==> src/rtl/player_mover.sv <==
`default_nettype none
// ============================================================================
// Module      : player_mover
// Description : Grid-collision player pose stepper (rotate, step, slide on walls)
// Revision    : 1.0 - initial release
// ============================================================================
module player_mover #(
  parameter int SPEED       = 16,
  parameter int TURN        = 2,
  parameter int SPAWN_X     = 384,
  parameter int SPAWN_Y     = 384,
  parameter int SPAWN_ANGLE = 0
) (
  input  logic        clock,
  input  logic        reset,
  input  logic        init,
  input  logic        start,
  output logic        done,
  input  logic        key_fwd,
  input  logic        key_back,
  input  logic        key_left,
  input  logic        key_right,
  output logic [5:0]  grid_x,
  output logic [4:0]  grid_y,
  input  logic [2:0]  grid_out,
  output logic [13:0] pos_x,
  output logic [12:0] pos_y,
  output logic [7:0]  angle
);

  typedef enum logic [2:0] {
    S_IDLE, S_ROTATE, S_CALC, S_READ_X, S_CHECK_X, S_READ_Y, S_CHECK_Y, S_DONE
  } state_t;

  state_t             r_state;
  logic               r_fwd, r_back, r_left, r_right;
  logic signed [14:0] r_cx;
  logic signed [13:0] r_cy;

  // First quadrant of round(127*sin(2*pi*k/256)), k = 0..64.
  function automatic logic [6:0] quarter_sin(input logic [6:0] k);
    logic [6:0] t;
    case (k)
      7'd0:  t = 7'd0;   7'd1:  t = 7'd3;   7'd2:  t = 7'd6;   7'd3:  t = 7'd9;   7'd4:  t = 7'd12;
      7'd5:  t = 7'd16;  7'd6:  t = 7'd19;  7'd7:  t = 7'd22;  7'd8:  t = 7'd25;  7'd9:  t = 7'd28;
      7'd10: t = 7'd31;  7'd11: t = 7'd34;  7'd12: t = 7'd37;  7'd13: t = 7'd40;  7'd14: t = 7'd43;
      7'd15: t = 7'd46;  7'd16: t = 7'd49;  7'd17: t = 7'd51;  7'd18: t = 7'd54;  7'd19: t = 7'd57;
      7'd20: t = 7'd60;  7'd21: t = 7'd63;  7'd22: t = 7'd65;  7'd23: t = 7'd68;  7'd24: t = 7'd71;
      7'd25: t = 7'd73;  7'd26: t = 7'd76;  7'd27: t = 7'd78;  7'd28: t = 7'd81;  7'd29: t = 7'd83;
      7'd30: t = 7'd85;  7'd31: t = 7'd88;  7'd32: t = 7'd90;  7'd33: t = 7'd92;  7'd34: t = 7'd94;
      7'd35: t = 7'd96;  7'd36: t = 7'd98;  7'd37: t = 7'd100; 7'd38: t = 7'd102; 7'd39: t = 7'd104;
      7'd40: t = 7'd106; 7'd41: t = 7'd107; 7'd42: t = 7'd109; 7'd43: t = 7'd111; 7'd44: t = 7'd112;
      7'd45: t = 7'd113; 7'd46: t = 7'd115; 7'd47: t = 7'd116; 7'd48: t = 7'd117; 7'd49: t = 7'd118;
      7'd50: t = 7'd120; 7'd51: t = 7'd121; 7'd52: t = 7'd122; 7'd53: t = 7'd122; 7'd54: t = 7'd123;
      7'd55: t = 7'd124; 7'd56: t = 7'd125; 7'd57: t = 7'd125; 7'd58: t = 7'd126; 7'd59: t = 7'd126;
      7'd60: t = 7'd126; 7'd61: t = 7'd127; 7'd62: t = 7'd127; 7'd63: t = 7'd127;
      default: t = 7'd127;
    endcase
    return t;
  endfunction

  // Full-circle sine folded onto the quarter table; cosine is sine advanced by 64.
  function automatic logic signed [7:0] sin_q(input logic [7:0] a);
    logic [6:0] mag;
    mag = a[6] ? quarter_sin(7'd64 - {1'b0, a[5:0]}) : quarter_sin({1'b0, a[5:0]});
    return a[7] ? 8'(-{1'b0, mag}) : {1'b0, mag};
  endfunction

  logic signed [7:0]  w_cos, w_sin;
  logic signed [31:0] w_dx, w_dy, w_step_x, w_step_y;
  logic signed [14:0] w_cx;
  logic signed [13:0] w_cy;
  logic [13:0]        w_next_x;

  always_comb begin
    w_cos    = sin_q(angle + 8'd64);
    w_sin    = sin_q(angle);
    w_dx     = (32'(w_cos) * SPEED) >>> 7;
    w_dy     = (32'(w_sin) * SPEED) >>> 7;
    w_step_x = 32'sd0;
    w_step_y = 32'sd0;
    if (r_fwd && !r_back) begin
      w_step_x = w_dx;
      w_step_y = w_dy;
    end else if (r_back && !r_fwd) begin
      w_step_x = -w_dx;
      w_step_y = -w_dy;
    end
    w_cx     = 15'($signed({1'b0, pos_x}) + w_step_x);
    w_cy     = 14'($signed({1'b0, pos_y}) + w_step_y);
    // Negative sign bit means the candidate left the map; the grid answer is then moot.
    w_next_x = (!r_cx[14] && grid_out == 3'd0) ? r_cx[13:0] : pos_x;
  end

  always_ff @(posedge clock or negedge reset) begin
    if (!reset) begin
      r_state <= S_IDLE;
      r_fwd   <= 1'b0;
      r_back  <= 1'b0;
      r_left  <= 1'b0;
      r_right <= 1'b0;
      r_cx    <= '0;
      r_cy    <= '0;
      pos_x   <= '0;
      pos_y   <= '0;
      angle   <= '0;
      done    <= 1'b0;
      grid_x  <= '0;
      grid_y  <= '0;
    end else if (init) begin
      r_state <= S_IDLE;
      pos_x   <= 14'(SPAWN_X);
      pos_y   <= 13'(SPAWN_Y);
      angle   <= 8'(SPAWN_ANGLE);
      done    <= 1'b0;
      grid_x  <= '0;
      grid_y  <= '0;
    end else begin
      done <= 1'b0;
      case (r_state)
        S_IDLE: begin
          if (start) begin
            r_fwd   <= key_fwd;
            r_back  <= key_back;
            r_left  <= key_left;
            r_right <= key_right;
            r_state <= S_ROTATE;
          end
        end
        S_ROTATE: begin
          if (r_left && !r_right)      angle <= angle - 8'(TURN);
          else if (r_right && !r_left) angle <= angle + 8'(TURN);
          r_state <= S_CALC;
        end
        S_CALC: begin
          r_cx    <= w_cx;
          r_cy    <= w_cy;
          grid_x  <= w_cx[13:8];
          grid_y  <= pos_y[12:8];
          r_state <= S_READ_X;
        end
        S_READ_X: r_state <= S_CHECK_X;
        S_CHECK_X: begin
          // Y probe uses the already-resolved X so a blocked axis still lets the other slide.
          pos_x   <= w_next_x;
          grid_x  <= w_next_x[13:8];
          grid_y  <= r_cy[12:8];
          r_state <= S_READ_Y;
        end
        S_READ_Y: r_state <= S_CHECK_Y;
        S_CHECK_Y: begin
          if (!r_cy[13] && grid_out == 3'd0) pos_y <= r_cy[12:0];
          grid_x  <= '0;
          grid_y  <= '0;
          done    <= 1'b1;
          r_state <= S_DONE;
        end
        S_DONE:  r_state <= S_IDLE;
        default: r_state <= S_IDLE;
      endcase
    end
  end

endmodule
`default_nettype wire

==> config.mk <==
export PLATFORM = sky130hd
export DESIGN_NAME = player_mover
export DESIGN_NICKNAME = d
export VERILOG_FILES = /design/src/rtl/player_mover.sv
export SDC_FILE = /design/constraint.sdc
export NUM_CORES = 1
export LEC_CHECK = 0
export ABC_CLOCK_PERIOD_IN_PS = 8350
export BUFFER_PORTS_ARGS = -buffer_cell sky130_fd_sc_hd__buf_2
export CORE_AREA = 3 3 121 123
export CTS_CLUSTER_DIAMETER = 80
export DETAILED_ROUTE_END_ITERATION = 7
export DIE_AREA = 0 0 124 126
export GPL_ROUTABILITY_DRIVEN = 0
export GPL_TIMING_DRIVEN = 0
export PLACE_DENSITY = 0.69
export SLEW_MARGIN = 20
export SYNTH_ARGS = -nofsm -noshare
export SYNTH_HDL_FRONTEND = slang
export SYNTH_SLANG_ARGS = --single-unit
==> constraint.sdc <==
create_clock -name clock -period 8.35 [get_ports clock]
set_input_delay 1.67 -clock clock [delete_from_list [all_inputs] [get_ports clock]]
set_output_delay 1.67 -clock clock [all_outputs]
set_load 0.01 [all_outputs]
==> impl_metrics.prom <==
# TYPE chip_impl_metric gauge
chip_impl_info{name="status",value="complete, no violations"} 1
chip_impl_metric{name="boundaryPins",unit=""} 58
chip_impl_info{name="worst_path_dominant_cell_family",value="compound AO/OA/AOI/OAI gates"} 1
chip_impl_metric{name="worst_clock_skew",unit="ns"} 0.00949
chip_impl_metric{name="drt.antenna.violating_nets",unit=""} 0
chip_impl_metric{name="worst_pin_slew",unit="ns"} 0.826
chip_impl_metric{name="cts_buffer_depth",unit=""} 2
chip_impl_metric{name="final.hold.worst_slack",unit="ns"} 0.479
chip_impl_metric{name="num_vias",unit=""} 5948
chip_impl_metric{name="floorplan.die.height",unit="µm"} 126
chip_impl_metric{name="post-place-cells",unit=""} 998
chip_impl_metric{name="finalSetupTns",unit="ns"} 0
chip_impl_metric{name="setup_viol_count_final",unit=""} 0
chip_impl_metric{name="worst_ir_drop_vdd",unit="V"} 0.000224
chip_impl_info{name="clock_tree_from_tritoncts",value="done"} 1
chip_impl_metric{name="dr.first_iter.drc_count",unit=""} 409
chip_impl_metric{name="finish.net_count",unit=""} 896
chip_impl_metric{name="netlist-cell-type-count",unit=""} 78
chip_impl_metric{name="clk-insertion-delay-late",unit="ns"} 0.35
chip_impl_metric{name="postCtsHoldBufs",unit=""} 0
chip_impl_metric{name="worstPathMaxFanout",unit=""} 19
chip_impl_metric{name="timing.max_cap.violations",unit=""} 0
chip_impl_metric{name="cell_area_after_synthesis",unit="µm²"} 6560
chip_impl_info{name="timing_worst_setup_path_type",value="reg -> reg"} 1
chip_impl_metric{name="synth_largest_type_area_fraction",unit=""} 0.313
chip_impl_metric{name="antenna_cells",unit=""} 0
chip_impl_metric{name="grt-ovfl-total",unit=""} 0
chip_impl_metric{name="fin_cells",unit=""} 1012
chip_impl_metric{name="report.final.slew_viol_count",unit=""} 0
chip_impl_metric{name="floorplan.die_area",unit="µm²"} 15600
chip_impl_metric{name="synth_async_sr_flop_share",unit=""} 1.00
chip_impl_metric{name="arrival",unit="ns"} 7.56
chip_impl_metric{name="synth.yosys.seq_area_share",unit=""} 0.313
chip_impl_metric{name="grt_max_degree",unit=""} 54
chip_impl_info{name="cts_root_buffer",value="clkbuf_16"} 1
chip_impl_metric{name="fin_ws",unit="ns"} 1.01
chip_impl_metric{name="cts_buffer_count",unit=""} 9
chip_impl_metric{name="pwr_cell_area",unit="nW/µm²"} 409
chip_impl_metric{name="clkSlewWorstSetupHoldPaths",unit="ns"} 0.07
chip_impl_metric{name="hold_violations",unit=""} 0
chip_impl_metric{name="placement.io_buffers",unit=""} 55
chip_impl_metric{name="drt_pre_antenna_iters",unit=""} 6
chip_impl_info{name="cp-end-kind",value="register"} 1
chip_impl_info{name="synth_common_cells",value="nand2_1, dfrtp_1, nor2_1"} 1
chip_impl_metric{name="timing.slew.headroom",unit=""} 0.445
chip_impl_metric{name="syn_nets",unit=""} 829
chip_impl_metric{name="post_route_cells_drive_above_1_share",unit=""} 0.138
chip_impl_metric{name="postSynthRegisterBits",unit=""} 82
chip_impl_metric{name="global_route.usage.total",unit=""} 0.231
chip_impl_metric{name="initial_utilization",unit=""} 0.476
chip_impl_info{name="synth_most_common_cell",value="nand2_1"} 1
chip_impl_metric{name="post_cts_resized",unit=""} 0
chip_impl_metric{name="fmaxAchievable",unit="MHz"} 136
chip_impl_metric{name="fillerInstances",unit=""} 1320
chip_impl_metric{name="cts_post_setup_buffers_inserted",unit=""} 0
chip_impl_metric{name="site_rows",unit=""} 43
chip_impl_metric{name="cellLeakagePower",unit="nW"} 3.40
chip_impl_metric{name="area.growth.synth_to_final",unit="%"} 12.8
chip_impl_metric{name="drt_wl_total",unit="mm"} 17.4
chip_impl_metric{name="yosysWarningCount",unit=""} 0
chip_impl_metric{name="drt_via_density",unit=""} 5.88
chip_impl_metric{name="synth_edf_count",unit=""} 0
chip_impl_metric{name="multi_input_comb_area",unit="µm²"} 4270
chip_impl_metric{name="synth_area_per_cell",unit="µm²"} 8.61
chip_impl_metric{name="min_period",unit="ns"} 7.34
chip_impl_metric{name="drc",unit=""} 0
chip_impl_metric{name="drt-wirelength-per-cell",unit="µm"} 17.2
chip_impl_metric{name="numClockSinks",unit=""} 82
chip_impl_metric{name="required",unit="ns"} 8.56
chip_impl_metric{name="worstPathBufferInverterCount",unit=""} 4
chip_impl_metric{name="number_of_antenna_violations_at_the_first_check_in_global_routing",unit=""} 0
chip_impl_info{name="setup_repair_after_global_routing_missed_its_margin",value="false"} 1
chip_impl_metric{name="critical-path-max-stage-delay",unit="ns"} 0.57
chip_impl_metric{name="die_x",unit="µm"} 124
chip_impl_metric{name="first_global_vias",unit=""} 5622
chip_impl_info{name="critPathSlowestCell",value="a2111oi_0"} 1
chip_impl_info{name="synth.largest_area_cell",value="dfrtp_1"} 1
chip_impl_info{name="main_area_contributors_after_synthesis",value="dfrtp_1, ha_1, nand2_1"} 1
chip_impl_metric{name="grt_pass1_wl",unit="mm"} 28.8
chip_impl_metric{name="setup_ws_pre_cts",unit="ns"} 0.419
chip_impl_info{name="startpoint_type",value="register"} 1
chip_impl_metric{name="core-area",unit="µm²"} 13800
chip_impl_metric{name="fin_crit_sh",unit=""} 0.879
chip_impl_metric{name="hpwl",unit="mm"} 12.9
chip_impl_info{name="timing.hold.worst.class",value="reg -> reg"} 1
chip_impl_metric{name="regArea",unit="µm²"} 2050
chip_impl_info{name="dominantRegCellSynth",value="dfrtp_1"} 1
chip_impl_metric{name="synthCells",unit=""} 761
chip_impl_metric{name="clock_tree.htree_level_count",unit=""} 3
==> registers in the layout, indices dropped and copies added, names as in the netlist <==
signal   flops
angle        7
r_fwd        1
r_back       1
grid_y       5
pos_x       14
done         1
r_left       1
grid_x       6
r_cx        15
r_right      1
pos_y       13
r_cy        14
r_state      3
==> report_power, final <==
part	switching (mW)	internal, mW	total [mW]
Combinational	1.23	0.800	2.03
Clock	0.164	0.248	0.412
Sequential	0.0868	0.494	0.581
Total	1.48	1.54	3.02
==> kinds of logic after synthesis <==
family	share of synthesized area
adder cells (fa/ha/maj)	0.114
multiplexers	0.0597
buffers and inverters	0.0374
XOR/XNOR	0.0666
AO/OA/AOI/OAI	0.223
flip-flops	0.313
other	0.000572
AND/OR/NAND/NOR	0.186
==> cell usage in the layout (no fill, tap or decap), types with 4 or more instances in the layout <==
| cell | n |
|---|---|
| clkbuf_1 | 25 |
| a21oi_1 | 47 |
| buf_2 | 65 |
| o21ai_0 | 54 |
| o21a_1 | 8 |
| o211ai_1 | 7 |
| dfrtp_1 | 82 |
| o31ai_1 | 8 |
| a31oi_1 | 6 |
| nand2_1 | 101 |
| a222oi_1 | 5 |
| ha_1 | 54 |
| clkbuf_16 | 9 |
| o221ai_1 | 5 |
| nand2b_1 | 13 |
| nor2_1 | 61 |
| xnor2_1 | 30 |
| and2_1 | 7 |
| mux2i_1 | 29 |
| nor3_1 | 15 |
| mux2_2 | 9 |
| and3_1 | 5 |
| o21bai_1 | 9 |
| or3_1 | 6 |
| a21o_1 | 17 |
| nor2b_1 | 10 |
| a211oi_1 | 4 |
| inv_1 | 18 |
| o22ai_1 | 9 |
| nor3b_1 | 4 |
| nand3_1 | 10 |
| o21ai_1 | 4 |
| xor2_1 | 18 |
==> through the flow <==
step	cell area [µm²]	power, mW	utilization
after detailed placement	7100	2.58	0.515
final	7400	3.02	0.537
after CTS	7400	3.01	0.537
after global routing	7400	3.29	0.537
after floorplan	6560	2.13	-
after global placement	7060	2.55	0.512
==> metal layers <==
metal | share of wire | wire length (µm) | vias to the layer above | global-route usage
li1 | - | - | 2878 | -
met5 | 0 | 0 | - | 0
met2 | 0.46 | 7920 | 187 | 0.356
met3 | 0.058 | 1020 | 32 | 0.0368
met4 | 0.025 | 434 | 0 | 0.0780
met1 | 0.46 | 8030 | 2851 | 0.330
==> worst reg2reg max path: cells and delay by family (launching register included) <==
family,cells,cell delay (ns)
AO/OA/AOI/OAI,13,3.12
XOR/XNOR,2,0.40
adder cells (fa/ha/maj),4,1.35
buffers and inverters,4,1.11
flip-flops,1,0.55
AND/OR/NAND/NOR,6,0.70
==> area by class of cell <==
type	count	share of cell area
plain buffers	39	0.0225
clock inverters	3	0.00626
well taps	180	0.0304
inverters	20	0.0101
repair buffers	57	0.0419
multi-input cells	619	0.577
flip-flops and latches	82	0.277
clock buffers	12	0.0347
==> worst paths after layout <==
check	from	endpoint	slack [ns]	cells past startpoint
max	angle[2]	r_cx[14]	1.01	29
min	r_cx[4]	r_cx[4]	0.48	2
max reg2reg	angle[2]	r_cx[14]	1.01	29
min reg2reg	r_cx[4]	r_cx[4]	0.48	2
max in group asynchronous	reset	pos_y[3]	6.48	2
min in group asynchronous	reset	pos_x[4]	1.25	1
Note: power is estimated with default switching activity, not from simulation.
